==> config.mk <==
export PLATFORM = sky130hd
export DESIGN_NAME = ddr_rd_arbiter
export DESIGN_NICKNAME = d
export VERILOG_FILES = /design/src/rtl/ddr_rd_arbiter.sv
export SDC_FILE = /design/constraint.sdc
export NUM_CORES = 1
export LEC_CHECK = 0
export CORE_AREA = 2 2 233 235
export CTS_BUF_LIST = sky130_fd_sc_hd__clkbuf_8
export DETAILED_ROUTE_END_ITERATION = 16
export DIE_AREA = 0 0 235 237
export PLACE_DENSITY_LB_ADDON = 0.12
export SETUP_SLACK_MARGIN = 0.2
export SLEW_MARGIN = 20
export SYNTH_ARGS = -nofsm -noshare
export SYNTH_HDL_FRONTEND = slang
export SYNTH_SLANG_ARGS = --single-unit
==> constraint.sdc <==
create_clock -name ddr_emif_clk -period 3.2 [get_ports ddr_emif_clk]
set_clock_uncertainty 0.05 [all_clocks]
set_input_delay 0.64 -clock ddr_emif_clk [delete_from_list [all_inputs] [get_ports ddr_emif_clk]]
set_output_delay 0.64 -clock ddr_emif_clk [all_outputs]
set_load 0.01 [all_outputs]
==> src/rtl/ddr_rd_arbiter.sv <==
// ---------------------------------------------------------------------------
// ddr_rd_arbiter
//
// Purpose:
//   Shares the single DDR3 EMIF read command port between two requesters
//   with round-robin arbitration. Each accepted command is remembered in an
//   ID FIFO as {requester id, burst length}. Returned beats are routed to the
//   requester at the head of that FIFO. The write side of the EMIF is not
//   handled here.
//
//   req0 is the pattern fetch/send engine. req1 is the secondary reader
//   (frame/header loader).
//
// Handshake:
//   A requester raises reqN_read with reqN_addr/reqN_burst_count and holds
//   them until reqN_ack. reqN_ack is a single-cycle pulse, high in the cycle
//   the EMIF accepts the command (ddr_emif_read & ddr_emif_ready). The
//   requester drops or changes its request in the following cycle. On the
//   EMIF side, ddr_emif_read/addr/burst_count stay stable until
//   ddr_emif_ready is seen high.
//
// Ports:
//   ddr_emif_clk, ddr_emif_rst_n   clock, async active-low reset
//   reqN_read/addr/burst_count     request from requester N (N = 0, 1)
//   reqN_ack                       command accepted for requester N
//   reqN_rddata_valid              returned beat belongs to requester N
//   req_rddata                     returned data, shared by both requesters
//   ddr_emif_ready/read/addr/burst_count   EMIF command port
//   ddr_emif_read_data/rddata_valid        EMIF read return
//   err_unexpected                 sticky: beat arrived with nothing in flight
//   dbg_state                      current FSM state (0 = IDLE, 1 = ISSUE)
// ---------------------------------------------------------------------------
module ddr_rd_arbiter #(
    parameter int ADDR_W    = 22,
    parameter int DATA_W    = 256,
    parameter int BURST_W   = 5,
    parameter int OUTS_LOG2 = 3
) (
    input  logic               ddr_emif_clk,
    input  logic               ddr_emif_rst_n,

    input  logic               req0_read,
    input  logic [ADDR_W-1:0]  req0_addr,
    input  logic [BURST_W-1:0] req0_burst_count,
    output logic               req0_ack,
    output logic               req0_rddata_valid,

    input  logic               req1_read,
    input  logic [ADDR_W-1:0]  req1_addr,
    input  logic [BURST_W-1:0] req1_burst_count,
    output logic               req1_ack,
    output logic               req1_rddata_valid,

    output logic [DATA_W-1:0]  req_rddata,

    input  logic               ddr_emif_ready,
    output logic               ddr_emif_read,
    output logic [ADDR_W-1:0]  ddr_emif_addr,
    output logic [BURST_W-1:0] ddr_emif_burst_count,
    input  logic [DATA_W-1:0]  ddr_emif_read_data,
    input  logic               ddr_emif_rddata_valid,

    output logic               err_unexpected,
    output logic               dbg_state
);

    localparam int                 DEPTH      = 1 << OUTS_LOG2;
    localparam logic [OUTS_LOG2:0] FIFO_DEPTH = (OUTS_LOG2 + 1)'(DEPTH);

    typedef enum logic {
        ST_IDLE  = 1'b0,
        ST_ISSUE = 1'b1
    } state_e;

    // Command-side state.
    state_e               state_q,      state_d;
    logic                 emif_read_q,  emif_read_d;
    logic [ADDR_W-1:0]    emif_addr_q,  emif_addr_d;
    logic [BURST_W-1:0]   emif_burst_q, emif_burst_d;
    logic                 grant_id_q,   grant_id_d;
    logic                 last_grant_q, last_grant_d;

    // In-flight burst tracking.
    logic [OUTS_LOG2-1:0] wr_ptr_q,     wr_ptr_d;
    logic [OUTS_LOG2-1:0] rd_ptr_q,     rd_ptr_d;
    logic [OUTS_LOG2:0]   count_q,      count_d;
    logic [BURST_W-1:0]   beat_cnt_q,   beat_cnt_d;
    logic                 err_q,        err_d;

    // Storage is qualified by count_q, so it needs no reset.
    logic                 fifo_id_q    [DEPTH];
    logic [BURST_W-1:0]   fifo_burst_q [DEPTH];

    logic                 fifo_empty;
    logic                 fifo_full;
    logic                 head_id;
    logic [BURST_W-1:0]   head_burst;
    logic                 accept;
    logic                 beat_ok;
    logic                 pop;
    logic                 win_id;
    logic [ADDR_W-1:0]    win_addr;
    logic [BURST_W-1:0]   win_burst_raw;
    logic [BURST_W-1:0]   win_burst;

    assign fifo_empty = (count_q == '0);
    assign fifo_full  = (count_q == FIFO_DEPTH);
    assign head_id    = fifo_id_q[rd_ptr_q];
    assign head_burst = fifo_burst_q[rd_ptr_q];

    // The accept cycle is also the FIFO push cycle.
    assign accept = (state_q == ST_ISSUE) && ddr_emif_ready;

    // Round robin: on a tie the requester that did not win last time wins.
    // A lone requester always wins.
    assign win_id        = req1_read & (~req0_read | ~last_grant_q);
    assign win_addr      = win_id ? req1_addr        : req0_addr;
    assign win_burst_raw = win_id ? req1_burst_count : req0_burst_count;
    // A zero-length burst would never return a beat and would block the
    // FIFO head forever, so it is issued as a single beat.
    assign win_burst     = (win_burst_raw == '0) ? BURST_W'(1) : win_burst_raw;

    // Return path.
    assign beat_ok = ddr_emif_rddata_valid && !fifo_empty;
    assign pop     = beat_ok && ((beat_cnt_q + 1'b1) == head_burst);

    assign req_rddata        = ddr_emif_read_data;
    assign req0_rddata_valid = beat_ok && (head_id == 1'b0);
    assign req1_rddata_valid = beat_ok && (head_id == 1'b1);

    assign req0_ack = accept && (grant_id_q == 1'b0);
    assign req1_ack = accept && (grant_id_q == 1'b1);

    assign ddr_emif_read        = emif_read_q;
    assign ddr_emif_addr        = emif_addr_q;
    assign ddr_emif_burst_count = emif_burst_q;
    assign err_unexpected       = err_q;
    assign dbg_state            = state_q;

    // Command FSM next state.
    always_comb begin
        state_d      = state_q;
        emif_read_d  = emif_read_q;
        emif_addr_d  = emif_addr_q;
        emif_burst_d = emif_burst_q;
        grant_id_d   = grant_id_q;
        last_grant_d = last_grant_q;

        case (state_q)
            ST_IDLE: begin
                // Only start a command if its ID entry is guaranteed room,
                // so the push in ISSUE can never overflow.
                if ((req0_read || req1_read) && !fifo_full) begin
                    grant_id_d   = win_id;
                    last_grant_d = win_id;
                    emif_addr_d  = win_addr;
                    emif_burst_d = win_burst;
                    emif_read_d  = 1'b1;
                    state_d      = ST_ISSUE;
                end
            end
            ST_ISSUE: begin
                if (ddr_emif_ready) begin
                    emif_read_d = 1'b0;
                    state_d     = ST_IDLE;
                end
            end
            default: begin
                emif_read_d = 1'b0;
                state_d     = ST_IDLE;
            end
        endcase
    end

    // ID FIFO bookkeeping and beat counting.
    always_comb begin
        wr_ptr_d   = wr_ptr_q;
        rd_ptr_d   = rd_ptr_q;
        count_d    = count_q;
        beat_cnt_d = beat_cnt_q;
        err_d      = err_q;

        if (accept) begin
            wr_ptr_d = wr_ptr_q + 1'b1;
        end

        if (beat_ok) begin
            if (pop) begin
                beat_cnt_d = '0;
                rd_ptr_d   = rd_ptr_q + 1'b1;
            end else begin
                beat_cnt_d = beat_cnt_q + 1'b1;
            end
        end

        // A beat with nothing in flight is dropped and flagged.
        if (ddr_emif_rddata_valid && fifo_empty) begin
            err_d = 1'b1;
        end

        case ({accept, pop})
            2'b10:   count_d = count_q + 1'b1;
            2'b01:   count_d = count_q - 1'b1;
            default: count_d = count_q;
        endcase
    end

    always_ff @(posedge ddr_emif_clk or negedge ddr_emif_rst_n) begin
        if (!ddr_emif_rst_n) begin
            state_q      <= ST_IDLE;
            emif_read_q  <= 1'b0;
            emif_addr_q  <= '0;
            emif_burst_q <= '0;
            grant_id_q   <= 1'b0;
            last_grant_q <= 1'b1;
            wr_ptr_q     <= '0;
            rd_ptr_q     <= '0;
            count_q      <= '0;
            beat_cnt_q   <= '0;
            err_q        <= 1'b0;
        end else begin
            state_q      <= state_d;
            emif_read_q  <= emif_read_d;
            emif_addr_q  <= emif_addr_d;
            emif_burst_q <= emif_burst_d;
            grant_id_q   <= grant_id_d;
            last_grant_q <= last_grant_d;
            wr_ptr_q     <= wr_ptr_d;
            rd_ptr_q     <= rd_ptr_d;
            count_q      <= count_d;
            beat_cnt_q   <= beat_cnt_d;
            err_q        <= err_d;
        end
    end

    always_ff @(posedge ddr_emif_clk) begin
        if (accept) begin
            fifo_id_q[wr_ptr_q]    <= grant_id_q;
            fifo_burst_q[wr_ptr_q] <= emif_burst_q;
        end
    end

endmodule

Word level (Yosys, flattened, before mapping):

Memory sizes are Yosys's and may differ from the RTL's.
Index checks and enable logic that the tools add are counted.

* bits in registers: 47
* RAM bits: 48
* input port bits: 316
* output and inout bits: 290
* word-level logic and storage cells: 62
* memories: 2

* $add $sub $neg: 5
* equal/unequal tests: 6
* mux-type cells: 13
* bitwise gates (word level): 7
* reduce and logical (&&, ||, !) cells: 18

Memory list
* fifo_burst_q: words 8, width 5, read ports 1, clocked after memory_dff 0, write ports 1, line 92 `logic [BURST_W-1:0] fifo_burst_q [DEPTH];`
* fifo_id_q: words 8, width 1, read ports 1, clocked after memory_dff 0, write ports 1, line 91 `logic fifo_id_q [DEPTH];`

Operator list (count)
* $mux W22: 1
* $mux W5: 3
* $logic_and A1 B1 Y1: 9
* $pmux W4 S2: 1
* $add A3 B1 Y3 const B: 2
* $mux W1: 6
* $reduce_and A2 Y1: 3
* $add A5 B1 Y5 const B: 1
* $eq A5 B5 Y1: 1
* $logic_not A5 Y1: 1
* $not A1 Y1: 5
* $add A4 B1 Y4 const B: 1
* $eq A4 B4 Y1 const B: 1
* $logic_not A4 Y1: 1
* $ne A2 B2 Y1 const B: 2
* $pmux W1 S2: 2
* $sub A4 B1 Y4 const B: 1
* $eq A2 B1 Y1 const B: 1
* $eq A2 B2 Y1 const B: 1
* $logic_not A1 Y1: 2
* $reduce_bool A2 Y1: 1
* $and A1 B1 Y1: 1
* $logic_or A1 B1 Y1: 1
* $or A1 B1 Y1: 1

Longest topological paths before layout:

Gate-level depths: netlist of run 1.

* depth after elaboration: 6
* mapped depth: 14
* depth with buffers taken out: 13

Worst setup path after synthesis of run 1:

No wires, ideal clock.

* kind: register -> register
* from: reg rd_ptr_q[1]
* to: reg count_q[3]
* setup time: 125 ps
* data arrival time: 2884 ps
* data required time: 3025 ps
* slack: 141 ps
* stages on the path, launching flop included: 15
* buffers on the path: 2
* clock period less this slack: 3059 ps
* cells stage by stage: dfrtp_1 -> buf_4 -> mux2i_1 -> mux4_2 -> xnor2_1 -> nor4_2 -> and3_1 -> buf_6 -> ha_1 -> ha_1 -> a21o_1 -> a21oi_1 -> xnor2_1 -> nor2_1 -> xor2_1

* longest elaborated chain between the ends: 5
* elaborated cells between the ends (all ways): 7
* those cells by class: 3 x eq/ne; 1 x mux; 2 x reduce/logical; 1 x memory

RTL lines
* from (decl): line 85 `logic [OUTS_LOG2-1:0] rd_ptr_q, rd_ptr_d;`
* from (signal assigned): line 229 `rd_ptr_q <= rd_ptr_d;`
* $mem_v2 Z8 W5 (*)
* $eq A5 B5 Y1 (*): line 125 `assign pop = beat_ok && ((beat_cnt_q + 1'b1) == head_burst);`
* $logic_and A1 B1 Y1 (*): line 125
* $eq A2 B1 Y1 / $eq A2 B2 Y1 (equally long branches): line 201 `case ({accept, pop})`
* $pmux W4 S2 / $reduce_bool A2 Y1 (equally long branches)
* to (signal assigned): line 230 `count_q <= count_d;`
* to (decl): line 86 `logic [OUTS_LOG2:0] count_q, count_d;`

Mark *: on every way between the ends. The rest lies on a longest branch, timed or not.
A chain may end at the register's enable or synchronous reset.

Final worst setup path of run 1:

* from: reg rd_ptr_q[0]
* to: reg count_q[3]

The elaborated chain is that of the path after synthesis.

==> run_results.csv, run 1 <==
group,metric,value,unit
final_layout,regArea,2620,um^2
final_layout,nets,764,
route,vias,3245,
yosys,yosys_warnings,0,
floorplan,rows,85,
yosys,syn-instance-count,567,
route,firstDrtPassIters,4,
sta,fin_crit_sh,0.987,
pwr,power,5.06,mW
final_layout,final_common_cell,"clkdlybuf4s50_1",
yosys,syn-num-nets,890,
yosys,postSynth.asyncResetShare,0.495,
cts,numCtsBuffers,9,
yosys,syn_avg_cell_area,10.7,um^2
route,avgViaCountPerCell,2.84,
cts,cts_max_level,3,
outcome,status,"complete, no violations",
floorplan,ios,606,
floorplan,initial_utilization,0.114,
floorplan,core,53300,um^2
sta,period_minus_slack,3.16,ns
route,drtAntennaViolNets,0,
worst_setup_path,setup.worst_path.end_class,"flop",
final_layout,finalCoreUtilization,0.123,
pwr,leakagePower,2.31,nW
worst_hold_path,hold_class,"in2async",
sta,max_freq,0.317,GHz
pwr,ir_drop,176,uV
sta,slew-limit-headroom,0.511,
yosys,synth_seq_cells,95,
place,place_congestion,0.736,
global_route,grt_max_degree,37,
cts,clk_pin_slew_worst_paths,0.12,ns
cts,cts_root_buffer,"clkbuf_8",
yosys,synth.top_cells.by_area,"buf_4, edfxtp_1, dfrtp_1",
yosys,synth_edf_count,48,
worst_setup_path,cp.required,3.47,ns
cts,clockBufferDepth,2,
final_layout,final_cell_mix,"clkdlybuf4s50_1, edfxtp_1, dfrtp_1",
global_route,track_usage,0.0750,
global_route,grt_pass1_wl,28.9,mm
cts,cts_tree,"done",
job,drv_cap,0,
floorplan,dieArea,55700,um^2
final_layout,final_area,6550,um^2
route,totalWireLength,21.1,mm
final_layout,nFillCells,6005,
place,placed_area,6190,um^2
global_route,antenna_found_initial,0,
place,numPortBuffers,93,
route,drc_errors,0,
global_route,grt.overflow.total,0,
global_route,grt_pass1_vias,3681,
cts,cts_sinks,95,
sta,report.final.slew_viol_count,0,
sta,tightest_slew,0.734,ns
pwr,powerDensity,773,nW/um^2
yosys,synth_ff_type,"edfxtp_1",
sta,hold_viol,0,
sta,rsz0062_at_grt,"true",
yosys,synth_top_area_cell,"buf_4",
place,dp_hpwl,16.7,mm
final_layout,multi_input_area,1570,um^2
worst_setup_path,critPathKind,"reg2reg",
cts,insertion_delay,0.42,ns
final_layout,syn2layout_area_growth,7.45,%
floorplan,die_h,237,um
worst_setup_path,path_max_fanout,8,
yosys,yosysTopAreaCellShare,0.318,
yosys,yosysSeqAreaShare,0.430,
route,wire_per_inst,18.5,um
route,drt_iter0_markers,104,
yosys,ys_types,39,
floorplan,die_w,235,um
final_layout,drive_gt1_frac,0.182,
sta,setup_violations,0,
worst_setup_path,crit_arrival,3.43,ns
yosys,synthesis.area,6090,um^2
worst_setup_path,critPathLaunchType,"flop",
cts,holdBufCountCts,0,
final_layout,n_antenna_cell,0,
[sequential cells by signal (all words and copies together), names as in the netlist]
signal / flops
ddr_emif_burst_count: 5
grant_id_q: 1
ddr_emif_addr: 22
dbg_state: 1
ddr_emif_read: 1
err_unexpected: 1
wr_ptr_q: 3
rd_ptr_q: 3
fifo_id_q: 8
last_grant_q: 1
fifo_burst_q: 40
count_q: 4
beat_cnt_q: 5
[final timing paths]
path | start | endpoint | slack [ns] | depth (start not counted)
max | rd_ptr_q[0] | count_q[3] | 0.04 | 14
max in group asynchronous | ddr_emif_rst_n | last_grant_q | 2.20 | 2
min in group ddr_emif_clk | err_unexpected | err_unexpected | 0.42 | 1
min reg2reg | err_unexpected | err_unexpected | 0.42 | 1
max reg2reg | rd_ptr_q[0] | count_q[3] | 0.04 | 14
min | ddr_emif_rst_n | err_unexpected | 0.22 | 1
[power by group]
group | switching (mW) | internal, mW | leakage [nW]
clock network | 0.525 | 0.315 | 0.0952
registers | 0.357 | 1.73 | 1.01
logic | 1.03 | 1.11 | 1.21
total | 1.91 | 3.15 | 2.31
[cells by family after synthesis]
logic type	after synthesis	share of synthesized area
simple gates	75	0.0544
buf+inv	274	0.330
fa+ha+maj	7	0.0156
mux	56	0.107
compound gates	44	0.0400
flops	95	0.430
xor+xnor	16	0.0230
[synth_stat cells (2+ instances only)]
cell type / n
edfxtp_1: 48
nor2_1: 11
mux2i_1: 47
xnor2_1: 5
nand2b_1: 4
inv_1: 4
buf_4: 258
o21ai_1: 2
clkbuf_1: 7
o31ai_1: 2
mux4_2: 7
a21o_1: 2
nand3_1: 4
dfrtp_1: 46
xor2_1: 11
a21oi_1: 3
nor4_1: 3
ha_1: 6
nor3_1: 3
buf_1: 2
o21ai_0: 30
nand2_1: 43
buf_6: 2
and3_1: 2
[worst max-delay path: stages, from the launching register on]
cell and delay (ns):
dfrtp_1 0.42, buf_12 0.15, buf_12 0.14, mux2i_2 0.15, mux4_2 0.49, xor2_2 0.18, nor4_4 0.26, and3_4 0.25
ha_4 0.14, ha_4 0.19, a21o_1 0.18, a21oi_2 0.13, xnor2_1 0.13, nor2_1 0.07, xor2_1 0.14
[cell type report]
cell class                      count  share of cell area
Tap cell                          696               0.133
Clock inverter                      6             0.00764
Timing Repair Buffer              133               0.196
Clock buffer                       10              0.0210
Sequential cell                    95               0.400
Inverter                            4             0.00229
Multi-Input combinational cell    198               0.240
[repair_timing]
item | in CTS | in global routing
setup endpoints to repair | 5 | 4
setup buffers | 5 | 6
resized for setup | 6 | 16
pin swaps | 0 | 6
[per-stage QoR]
| step | setup WS [ns] | TNS, ns | std cells | hold WS, ns |
|---|---|---|---|---|
| final | 0.0404 | 0 | 1142 | 0.215 |
| after global routing | -0.144 | -0.322 | 1142 | 0.224 |
| after CTS | 0.0472 | 0 | 1136 | 0.205 |
| after detailed placement | 0.0193 | 0 | 1115 | 0.405 |
| after global placement | 0.0340 | 0 | 1115 | 0.391 |
| after floorplan | 0.202 | 0 | 567 | 0.294 |
[layer usage]
layer,vias to the layer above,share of wire,track usage
li1,1381,-,-
met1,1521,0.35,0.0709
met2,286,0.44,0.109
met3,53,0.17,0.0696
met4,4,0.032,0.0339
met5,-,0.0058,0.0182
Power figures use the tool's default switching activity.
==> inputs of run 2 (changes only) <==
--- a/config.mk
+++ b/config.mk
@@ -9,6 +9,7 @@
 export CTS_BUF_LIST = sky130_fd_sc_hd__clkbuf_8
 export DETAILED_ROUTE_END_ITERATION = 16
 export DIE_AREA = 0 0 235 237
+export GPL_TIMING_DRIVEN = 0
 export PLACE_DENSITY_LB_ADDON = 0.12
 export SETUP_SLACK_MARGIN = 0.2
 export SLEW_MARGIN = 20
==> run 2 against run 1 <==
First-iteration DRC count is 49% higher. Sequential share of layout area fell by 16 points. Cell count is 44% higher. Die area did not move. Worst setup slack got worse by 0.034 ns. Power grew 13%. Wire length up 31%. Critical path depth did not move. Design area rose by 66%. Critical endpoint unchanged. Largest cell class is now buffers.
==> run_results.csv, run 2 (synthesis results as in run 1) <==
group,metric,value,unit
final_layout,final_area,10900,um^2
worst_setup_path,cp_slowest_cell,"mux4_2",
floorplan,core,53300,um^2
worst_setup_path,setup.worst_path.end_class,"flop",
worst_setup_path,critical_path.reg2reg.startpoint,"rd_ptr_q[0]",
sta,rsz0062_at_grt,"true",
worst_setup_path,critPathKind,"reg2reg",
global_route,track_usage,0.0942,
pwr,ir_drop,187,uV
sta,max_freq,0.313,GHz
worst_setup_path,critPathBufInv,2,
route,drtAntennaViolNets,0,
cts,cts_max_level,3,
cts,cts_sinks,95,
sta,tightest_slew,1.02,ns
global_route,antenna_found_initial,2,
place,dp_cells,1613,
sta,setup_ws,0.00616,ns
route,firstDrtPassIters,4,
final_layout,final_cell_mix,"clkdlybuf4s50_1, buf_4, edfxtp_1",
sta,period_minus_slack,3.19,ns
place,placed_area,10500,um^2
sta,hold_viol,0,
pwr,leakagePower,4.48,nW
worst_setup_path,cp.required,3.47,ns
worst_setup_path,path_max_fanout,7,
cts,clk_pin_slew_worst_paths,0.13,ns
worst_hold_path,hold_class,"in2async",
worst_setup_path,crit_arrival,3.46,ns
outcome,status,"complete, no violations",
worst_setup_path,rr_worst_depth,14,
cts,insertion_delay,0.42,ns
worst_setup_path,cp_top_family,"multiplexers",
cts,holdBufCountCts,0,
place,dp_hpwl,23.3,mm
place,place_congestion,0.742,
worst_setup_path,critPathLaunchType,"flop",
pwr,powerDensity,525,nW/um^2
worst_setup_path,path_cells,"buf_12 -> mux2i_2 -> mux4_2 -> xor2_1 -> nor4_2 -> and3_1 -> buf_6 -> ha_4 -> ha_4 -> a21o_1 -> a21oi_2 -> xnor2_1 -> nor2_1 -> xor2_1",
final_layout,final_common_cell,"clkdlybuf4s50_1",
route,drt_iter0_markers,155,
final_layout,drive_gt1_frac,0.334,
final_layout,largest-register,"fifo_burst_q",
final_layout,syn2layout_area_growth,78.3,%
sta,report.final.slew_viol_count,0,
floorplan,dieArea,55700,um^2
cts,numCtsBuffers,9,
job,drv_cap,0,
worst_setup_path,r2r_slack,0.006,ns
place,place_ws,-0.117,ns
floorplan,initial_utilization,0.114,
sta,fin_crit_sh,0.998,
route,drc_errors,0,
worst_setup_path,slowest_delay,0.51,ns
floorplan,die_w,235,um
floorplan,die_h,237,um
sta,slew-limit-headroom,0.317,
route,totalWireLength,27.6,mm
final_layout,n_antenna_cell,0,
global_route,grt_pass1_vias,5360,
cts,cts_root_buffer,"clkbuf_8",
route,vias,4988,
cts,cts_tree,"done",
sta,timing.hold.ws,0.0522,ns
global_route,grt.overflow.total,0,
final_layout,nets,1262,
global_route,grt_pass1_wl,38.0,mm
worst_setup_path,timing.rr.end,"count_q[3]",
place,numPortBuffers,349,
final_layout,largest_register_ffs,40,
sta,setup_violations,0,
route,avgViaCountPerCell,3.04,
floorplan,rows,85,
pwr,power,5.70,mW
final_layout,final_cells,1640,
global_route,grt_max_degree,28,
cts,clockBufferDepth,2,
route,wire_per_inst,16.8,um
floorplan,ios,606,
-- run 2: cell count changes in the layout (fill, tap and decap cells not counted), moves of 2 or more --
cell	delta
mux2i_2	+2
clkdlybuf4s50_1	+255
clkbuf_1	+4
buf_4	+233
buf_1	+3
xor2_1	+2
dlymetal6s2s_1	+2
xor2_2	-2
-- run 2: how the worst max path moves through the flow --
| stage | start | to | cells after the start |
|---|---|---|---|
| after floorplan | rd_ptr_q[0] | count_q[3] | 14 |
| after global placement | ddr_emif_rst_n | ddr_emif_addr[11] | 1 |
| after detailed placement | req0_read | dbg_state | 5 |
| after CTS | rd_ptr_q[0] | req0_rddata_valid | 5 |
| after global routing | rd_ptr_q[0] | count_q[3] | 14 |
| final | rd_ptr_q[0] | count_q[3] | 14 |
-- run 2: cell type report --
type	count	area [um^2]
Buffer	270	2020
Clock buffer	10	138
Clock inverter	6	72.6
Fill cell	5870	42400
Inverter	4	17.5
Multi-Input combinational cell	198	1520
Sequential cell	95	2620
Tap cell	696	871
Timing Repair Buffer	361	3610
-- run 2: timing repair --
item,4_1_cts,5_1_grt
resized for setup,5,14
setup endpoints to repair,15,30
buffers inserted,2,9
gates cloned,0,0
pin swaps,2,7
-- run 2: per-stage QoR --
stage / setup TNS [ns] / util
after detailed placement: -0.347 / 0.197
after global placement: -43.25 / 0.197
after global routing: -0.142 / 0.204
after floorplan: 0 / -
after CTS: -0.154 / 0.202
final: 0 / 0.204
-- run 2: power breakdown --
| group | total [mW] | internal (mW) | switching, mW | leakage (nW) |
|---|---|---|---|---|
| Combinational | 2.71 | 1.47 | 1.24 | 3.36 |
| Clock | 0.911 | 0.395 | 0.516 | 0.109 |
| Sequential | 2.08 | 1.73 | 0.354 | 1.01 |
-- run 2: worst reg2reg max path, delay by kind of cell (launching register included) --
family,cells,cell delay (ns)
multiplexers,2,0.67
AND/OR/NAND/NOR,3,0.58
flip-flops,1,0.47
XOR/XNOR,3,0.44
adder cells (fa/ha/maj),2,0.33
AO/OA/AOI/OAI,2,0.29
buffers and inverters,2,0.27
-- run 2: routing by layer --
metal / vias to the layer above / track usage / routed length [um]
met1: 2380 / 0.109 / 10600
met3: 13 / 0.0356 / 2110
li1: 2378 / - / -
met5: - / 0 / 0
met4: 0 / 0.0152 / 182
met2: 217 / 0.167 / 14700
==> inputs of run 3 (changes only) <==
--- a/config.mk
+++ b/config.mk
@@ -12,7 +12,7 @@
 export GPL_TIMING_DRIVEN = 0
 export PLACE_DENSITY_LB_ADDON = 0.12
 export SETUP_SLACK_MARGIN = 0.2
-export SLEW_MARGIN = 20
+export SLEW_MARGIN = 10
 export SYNTH_ARGS = -nofsm -noshare
 export SYNTH_HDL_FRONTEND = slang
 export SYNTH_SLANG_ARGS = --single-unit
==> results of run 3 <==
No change in the layout: final DEF, timing and power equal those of run 2.
==> patch (flow settings as in run 3) <==
The parameter `BURST_W` goes from 5 to 10.
--- a/src/rtl/ddr_rd_arbiter.sv
+++ b/src/rtl/ddr_rd_arbiter.sv
@@ -35,3 +35,3 @@
     parameter int DATA_W    = 256,
-    parameter int BURST_W   = 5,
+    parameter int BURST_W   = 10,
     parameter int OUTS_LOG2 = 3
Ports: changed (resized ddr_emif_burst_count, req0_burst_count and req1_burst_count); port bits go from 606 to 621. The function was not compared with the original's and may differ.
==> patch against run 3 <==
  * The run now ends with setup timing left
  * Non-clock buffer count up 44
  * Core utilization up 5.6 points
  * Clock power up 66%
  * Total power up 29%
  * Worst setup slack worse by 220 ps
  * Wire length up 14%
  * Design area up 28%
  * Area after synthesis up 38%
  * Sequential cell count up 50
==> patch: results (changes against run 3) <==
[synth]
synth_fa_ha_area_share_pct=1.13  ; was 1.56%
synth_ff_type=edfxtp_1  ; unchanged
syn_nets=1044  ; was 890
synth_enable_flop_cells=88  ; was 48
synth_cell_types=50  ; was 39
synthXorXnorAreaFrac_pct=1.83  ; was 2.30%
synthTopCellsByArea=edfxtp_1 31%, buf_4 23%, dfrtp_1 17%, mux2i_1 5.0%, mux4_1 4.7%  ; was buf_4 32%, edfxtp_1 24%, dfrtp_1 19%, mux2i_1 7.7%, nand2_1 2.6%
yosys-mux-area-fraction_pct=12.0  ; was 10.7%
async_reset_ff_share_pct=39.3  ; was 49.5%
synthTopCellsByCount=256 x buf_4, 88 x edfxtp_1, 56 x dfrtp_1  ; was 258 x buf_4, 48 x edfxtp_1, 47 x mux2i_1
synth-compound-area-share_pct=4.59  ; was 4.00%
ys_warn_count=0  ; unchanged
synth.avg_cell_area_sq_um=11.8  ; was 10.7 sq um
synth-seq-area-share_pct=48.4  ; was 43.0%

[placed_design]
gp_congestion=0.792  ; was 0.742
pre_cts_slack_ps=-903  ; was -117 ps
dpl.hpwl_mm=25.5  ; was 23.3 mm
numPortBuffers=364  ; was 349

[sta]
setup_ws_ps=-218  ; was 6.16 ps
setup_tns_ps=-563  ; was 0 ps
relSlewSlack_pct=48.4  ; was 31.7%
setup_violations=3  ; was 0

[clock_tree]
cts_max_path_buffers=2  ; unchanged
cts_made_buffers=17  ; was 9
clkSlewWorstSetupHoldPaths_ps=90  ; was 130 ps
worstSkewPairLatency_ps=450  ; was 420 ps
htreeDepth=4  ; was 3
cts-root-buf=clkbuf_8  ; unchanged

[grt]
antenna_found_initial=2  ; unchanged
grt_usage_pct=10.9  ; was 9.42%
grt_pass1_wl_mm=45.4  ; was 38.0 mm
grt_pass1_vias=6731  ; was 5360
grt_max_degree=42  ; was 28

[final_layout]
largest_reg_flops=80  ; was 40
regMostFlops=fifo_burst_q  ; unchanged
instances_no_fill=1836  ; was 1640
nFillCells=5655  ; was 5870
layout-drive-gt1-share_pct=34.2  ; was 33.4%
fin_nets=1459  ; was 1262

[hold_path]
holdPathEnd=err_unexpected
whs_path_depth=1
min_path_type=reg2reg  ; was in2async
holdCritStartpoint=err_unexpected

[run_status]
violations=setup timing
outcome=complete, but fails checks  ; was finished clean

[detailed_routing]
viasPerCell=3.47  ; was 3.04
dr.pass1.iters=6  ; was 4
routedWlPerCell_um=17.1  ; was 16.8 um
drt_iter0_drc=236  ; was 155

[power_and_ir_drop]
p_leak_nw=5.46  ; was 4.48 nW
ir_worst_vdd_uv=236  ; was 187 uV

[critical_path]
r2r_start=rd_ptr_q[0]  ; unchanged
r2r_end=count_q[3]  ; unchanged
critPathKind=reg2reg  ; unchanged
cp_max_fo=5  ; was 7
worst-r2r-cell-count=15  ; was 14

[run]
cap_viol_max_count=0  ; unchanged

[patch: cell count changes in the layout (fill, tap and decap cells not counted), moves of 6 or more]
cell	run 3	this run
nor3_1	2	13
clkdlybuf4s50_1	346	361
dfrtp_1	45	55
clkbuf_8	10	17
edfxtp_1	48	88
mux2i_1	44	36
mux4_2	7	18
nor3_2	1	7
mux2i_4	0	6
o21ai_0	29	42
buf_6	2	9
buf_4	267	277
[patch: cell families after synthesis]
group / count (synthesis)
buffers and inverters: 284
flip-flops: 145
AND/OR/NAND/NOR: 124
AO/OA/AOI/OAI: 68
multiplexers: 67
XOR/XNOR: 16
adder cells (fa/ha/maj): 7
[patch: worst max-delay path, stage by stage, from the launching register on]
cell,delay [ps]
dfrtp_2,430
buf_12,130
buf_16,120
mux4_2,520
mux2i_4,200
o21ai_0,140
a21oi_2,210
a31oi_4,80
nor4b_4,390
ha_4,210
ha_4,190
a21o_1,160
a21oi_2,140
xnor2_1,130
nor2_1,70
xor2_1,140
[patch: area by class of cell]
cell class                      instances  share of cell area, %
Sequential cell                       145                   29.4
Timing Repair Buffer                  396                   28.7
Multi-Input combinational cell        282                   17.7
Buffer                                279                   14.9
Tap cell                              696                   6.28
Clock buffer                           17                   1.69
Clock inverter                         15                   1.20
Inverter                                5                  0.135
Antenna cell                            1                 0.0181
[patch: worst max path at each step]
| stage | to | slack (ps) | cells after the start |
|---|---|---|---|
| 3_3_place_gp | fifo_burst_q[0][3] | -1620 | 3 |
| 5_1_grt | count_q[3] | -430 | 15 |
| 3_5_place_dp | count_q[3] | -900 | 14 |
| 2_1_floorplan | count_q[3] | -80 | 14 |
| 6_report | count_q[3] | -220 | 15 |
| 4_1_cts | count_q[3] | -300 | 15 |
[patch: power breakdown]
part | total [mW] | leakage, nW | internal (mW) | switching, mW
sequential | 3.03 | 1.50 | 2.58 | 0.444
clock | 1.51 | 0.204 | 0.765 | 0.743
combinational | 2.80 | 3.76 | 1.51 | 1.29
total | 7.34 | 5.46 | 4.86 | 2.48
[patch: what timing repair did]
action | 4_1_cts | 5_1_grt
pin swaps | 5 | 7
resized for setup | 51 | 17
hold buffers | 1 | 0
endpoints found under the hold margin | 16 | 0
cloned | 1 | 0
setup buffers | 10 | 10
setup endpoints to repair | 19 | 16
[patch: routing by layer]
metal,share of wire [%],vias up,GRT usage [%]
li1,-,3058,-
met1,44,3001,14.1
met2,48,297,17.9
met3,7.5,13,3.52
met4,0.51,2,1.73
met5,0.041,-,0
[patch: per-stage QoR]
stage | total power, mW | area, sq um | utilization, % | hold slack (ps)
detailed placement | 5.78 | 13100 | 24.5 | 396
floorplan | 4.27 | 8410 | - | 294
global placement | 5.74 | 12900 | 24.3 | 397
global route | 7.85 | 13900 | 26.0 | 448
CTS | 7.46 | 13700 | 25.8 | 414
finish | 7.34 | 13900 | 26.0 | 410
